### config.mk
export PLATFORM = sky130hd
export DESIGN_NAME = key_scheduler
export DESIGN_NICKNAME = d
export VERILOG_FILES = /design/src/rtl/key_scheduler.sv
export SDC_FILE = /design/constraint.sdc
export NUM_CORES = 1
export LEC_CHECK = 0
export BUFFER_PORTS_ARGS = -buffer_cell sky130_fd_sc_hd__buf_4
export CAP_MARGIN = 10
export CORE_ASPECT_RATIO = 0.7
export CORE_UTILIZATION = 48
export CTS_CLUSTER_SIZE = 12
export DETAILED_ROUTE_END_ITERATION = 10
export GPL_TIMING_DRIVEN = 0
export PLACE_DENSITY_LB_ADDON = 0.15
export SKIP_LAST_GASP = 1
export SYNTH_ARGS = -nofsm -noshare
export SYNTH_HDL_FRONTEND = slang
export SYNTH_HIERARCHICAL = 1
export SYNTH_SLANG_ARGS = --single-unit
### constraint.sdc
create_clock -name CLK -period 7.3 [get_ports CLK]
set_clock_uncertainty 0.15 [all_clocks]
set_input_delay 0.73 -clock CLK [delete_from_list [all_inputs] [get_ports CLK]]
set_output_delay 0.73 -clock CLK [all_outputs]
set_load 0.005 [all_outputs]
### src/rtl/key_scheduler.sv
// Round-robin scheduler: latches filtered key presses, grants one per cycle
// into a small FIFO that a consumer drains with a valid/ready handshake.

module key_req_lane (
    input  logic CLK,
    input  logic RST,
    input  logic pulse,
    input  logic gnt,
    output logic pending,
    output logic coalesce
);
    // A press landing on an already-pending, ungranted key folds into it.
    assign coalesce = pulse & pending & ~gnt;

    always_ff @(posedge CLK or posedge RST) begin
        if (RST) pending <= 1'b0;
        else     pending <= (pending & ~gnt) | pulse;
    end
endmodule

module key_scheduler #(
    parameter int NKEYS = 4,
    parameter int DEPTH = 4,
    parameter int IDW   = $clog2(NKEYS),
    parameter int CW    = $clog2(DEPTH) + 1
) (
    input  logic             CLK,
    input  logic             RST,
    input  logic [NKEYS-1:0] KEY_PULSE,
    input  logic             CMD_READY,
    output logic             CMD_VALID,
    output logic [IDW-1:0]   CMD_ID,
    output logic [NKEYS-1:0] PENDING,
    output logic [CW-1:0]    FIFO_COUNT,
    output logic [7:0]       DROP_CNT
);
    localparam int AW = $clog2(DEPTH);

    logic [NKEYS-1:0]          pend, coal, gnt;
    logic [IDW-1:0]            last, grant_id;
    logic                      found, grant_vld;
    logic [DEPTH-1:0][IDW-1:0] mem;
    logic [AW-1:0]             rd_ptr, wr_ptr;
    logic [CW-1:0]             count;
    logic [7:0]                drop_cnt;
    logic [3:0]                ncoal;
    logic [8:0]                dsum;
    logic                      pop, can_push;

    genvar k;
    generate
        for (k = 0; k < NKEYS; k++) begin : g_lane
            key_req_lane u_lane (
                .CLK      (CLK),
                .RST      (RST),
                .pulse    (KEY_PULSE[k]),
                .gnt      (gnt[k]),
                .pending  (pend[k]),
                .coalesce (coal[k])
            );
        end
    endgenerate

    assign pop      = (count != '0) && CMD_READY;
    assign can_push = (count != CW'(DEPTH)) || pop;

    // Search starts just past the last winner so every key gets a turn.
    always_comb begin
        int             idx;
        logic [IDW-1:0] idxv;
        found    = 1'b0;
        grant_id = '0;
        idx      = 0;
        idxv     = '0;
        for (int i = 1; i <= NKEYS; i++) begin
            idx = int'(last) + i;
            if (idx >= NKEYS) idx = idx - NKEYS;
            idxv = IDW'(idx);
            if (!found && pend[idxv]) begin
                found    = 1'b1;
                grant_id = idxv;
            end
        end
    end

    assign grant_vld = found && can_push;

    always_comb begin
        gnt = '0;
        if (grant_vld) gnt[grant_id] = 1'b1;
    end

    always_comb begin
        ncoal = '0;
        for (int i = 0; i < NKEYS; i++) ncoal = ncoal + 4'(coal[i]);
        dsum = {1'b0, drop_cnt} + {5'b0, ncoal};
    end

    always_ff @(posedge CLK or posedge RST) begin
        if (RST) begin
            last     <= IDW'(NKEYS - 1);
            mem      <= '0;
            rd_ptr   <= '0;
            wr_ptr   <= '0;
            count    <= '0;
            drop_cnt <= '0;
        end else begin
            drop_cnt <= dsum[8] ? 8'hFF : dsum[7:0];
            if (grant_vld) begin
                last        <= grant_id;
                mem[wr_ptr] <= grant_id;
                wr_ptr      <= wr_ptr + AW'(1);
            end
            if (pop) rd_ptr <= rd_ptr + AW'(1);
            if (grant_vld && !pop)      count <= count + CW'(1);
            else if (pop && !grant_vld) count <= count - CW'(1);
        end
    end

    assign CMD_VALID  = (count != '0);
    assign CMD_ID     = CMD_VALID ? mem[rd_ptr] : '0;
    assign PENDING    = pend;
    assign FIFO_COUNT = count;
    assign DROP_CNT   = drop_cnt;
endmodule
==> impl_metrics.toml <==
[drt]
drc = 0
routed_wirelength_um = 2978
dr.pass1.iters = 4
drtIter0Drc = 40
postRouteAntennaNets = 0
wl_per_cell_um = 13.29
via_count = 1134
viasPerCell = 5.063

[sta]
tightestPinTransition_ns = 0.9756
setup_viol = 0
hold_violations = 0
fin_tns_setup_ns = 0
max_freq_mhz = 259.1
maxSlewViolCount = 0
rsz0062_at_grt = "no"
finalCritPeriodShare_pct = 52.88
finalCriticalPeriod_ns = 3.860
maxSlewHeadroom_pct = 34.89

[logic_synthesis]
syn_nets = 162
synth_edf_count = 0
synthMuxAreaShare_pct = 13.63
yosysSeqAreaShare_pct = 44.33
synth-xor-area-share_pct = 3.199
ys_ff_latch = 29
synth_compound_area_share_pct = 8.835
synth_cells = 145
synth_cell_types = 39
synthAdderAreaFrac_pct = 9.444
synth_top_family_by_area = "simple AND/OR/NAND/NOR gates"
synthTopCellsByCount = "27 x dfrtp_1, 18 x inv_1, 9 x nand2_1, 8 x nor2_1"
synth_simple_gate_area_share_pct = 15.08
yosys-top-cells-area = "dfrtp_1 41%, mux2_4 5.5%, fa_1 4.9%, ha_1 4.6%, inv_1 4.1%"
async_reset_ff_share_pct = 100.0
yosysMostFrequentCell = "dfrtp_1"
synth_top_area_share_pct = 41.13
synth_warnings = 6
synth.avg_cell_area_sq_um = 11.33
synth_top_flop_cell = "dfrtp_1"
yosys.area.top_type = "dfrtp_1"
synth_area_sq_um = 1643

[grt]
grt_use_total_pct = 19.84
antenna_found_initial = 0
grt_pass1_wl_um = 5306
overflow = 0
first_global_vias = 1116
grt_max_degree = 26

[placement]
place_congestion = 0.7351
dpl-instance-area_sq_um = 1882
dpl.cell_count = 216
hpwlAfterDp_um = 2292
port-buffer-count = 24

[floorplan]
coreArea_sq_um = 3212
dieArea_sq_um = 3664
initial_utilization_pct = 51.15
die_w_um = 71.93
pin_count = 25
die_height_um = 50.95
placement_rows = 17

[worst_setup_path]
crit_required_ns = 7.32
cp_slowest_stage_delay_ns = 0.47
cp_top_family = "simple AND/OR/NAND/NOR gates"
arrival_ns = 3.88
cp-start-kind = "register"
critPathSlowestCell = "a311oi_2"
path_cells = "or2_1 -> a311oi_2 -> nand2_1 -> nor2_1 -> inv_1 -> and3_1 -> fa_1 -> inv_1 -> fa_1 -> inv_1 -> fa_1 -> and2_1 -> nand3_1 -> mux2_2"
path_class = "reg -> reg"
worstSetupEndpointType = "register"
critPathBufInv = 3
path_max_fanout = 6

[layout]
synthToLayoutAreaGrowth_pct = 19.80
final-seq-area_sq_um = 728.2
layout-drive-gt1-share_pct = 32.77
num-fill-cells = 267
design_area_sq_um = 1968
final_nets = 193
antenna_cells = 0
multi_input_area_sq_um = 824.5
finalNonFillerCells = 224

[clocking]
cts_tree = "yes"
clock_latency_ns = 0.28
clock_path_buffers = 2
path_clk_slew_ns = 0.07
cts_resized = 0
cts_hold_buffers = 0
cts_sinks = 29
cts_max_level = 2
numCtsBuffers = 5
postCtsSetupBuffers = 0
clock-root-buffer = "clkbuf_8"

[min_path]
hold_path_class = "in -> async"

[run]
drv_cap = 0

[outcome]
status = "complete, no violations"

[power]
p_per_area_nw_per_um2 = 535.1
ir_drop_mv = 0.2504
leakage_nw = 0.9367
p_total_mw = 1.053
-- cell families (layout without fill, tap and decap cells) --
group / count (synthesis) / in the layout
AOI/OAI and AO/OA: 19 / 19
and+or+nand+nor: 43 / 43
muxes: 16 / 16
xor gates and xnor gates: 6 / 6
DFF: 29 / 29
adders and majority gates: 10 / 10
buffers and inverters: 22 / 54
-- layer usage --
layer  global-route usage [%]  vias up  routed length (um)
li1                         -      548                   -
met1                    27.91      558                1528
met2                    29.25       23                1280
met5                        0        -                   0
met3                    4.734        5                 128
met4                    8.824        0                  41
-- through the flow --
step	hold slack [ns]	worst slack [ns]	utilization, %
final	0.1633	3.440	61.28
after global routing	0.1511	3.152	61.28
after CTS	0.1542	3.422	61.28
after detailed placement	0.3467	3.339	58.59
after global placement	0.3390	3.342	58.59
after floorplan	0.3087	3.749	-
-- path summary, 6_finish.rpt --
check                                                    from                                  to  slack, ns  cells after the start
setup / recovery           g_lane[0].u_lane/pending$_DFF_PP0_               DROP_CNT[6]$_DFF_PP0_       3.44                     14
hold / removal                                            RST  g_lane[1].u_lane/pending$_DFF_PP0_       0.16                      2
setup reg to reg           g_lane[0].u_lane/pending$_DFF_PP0_               DROP_CNT[6]$_DFF_PP0_       3.44                     14
hold reg to reg                            mem[5]$_DFFE_PP0P_                  mem[5]$_DFFE_PP0P_       0.36                      1
max in group asynchronous                                 RST                  mem[1]$_DFFE_PP0P_       5.84                      2
min in group CLK                           mem[5]$_DFFE_PP0P_                  mem[5]$_DFFE_PP0P_       0.36                      1
-- flip-flops by register name (all words and copies together), names as in the netlist --
signal,cells
rd_ptr,2
mem,8
FIFO_COUNT,3
g_lane.u_lane/pending,4
wr_ptr,2
DROP_CNT,8
last,2
-- report_power, final --
group	switching, mW	leakage (nW)	total, mW	internal, mW
clock network	0.0649	0.0439	0.131	0.0657
logic	0.257	0.563	0.573	0.316
registers	0.0944	0.330	0.350	0.255
total	0.416	0.937	1.05	0.637
-- cell type report --
class,instances,share of cell area [%]
clock buffer,5,3.496
inverter,20,3.814
tap,47,2.988
multi-input combinational,94,41.89
clock inverter,3,0.8900
timing repair buffer,24,9.154
sequential,29,37.00
buffer,2,0.7629
-- layout by cell type (no fill, tap or decap), types with 3 or more instances in the layout --
master / instances
dfrtp_1: 27
buf_4: 24
inv_1: 18
nand2_1: 9
nor2_1: 8
mux2_4: 6
ha_1: 6
mux2_2: 5
a21o_1: 5
clkbuf_8: 5
xnor2_1: 4
and2_1: 4
fa_1: 4
and3_1: 4
nand3_1: 3
nand2_4: 3
o21ai_0: 3
nor2b_1: 3
a21oi_1: 3
No activity file was read; power rests on OpenSTA's default activity.
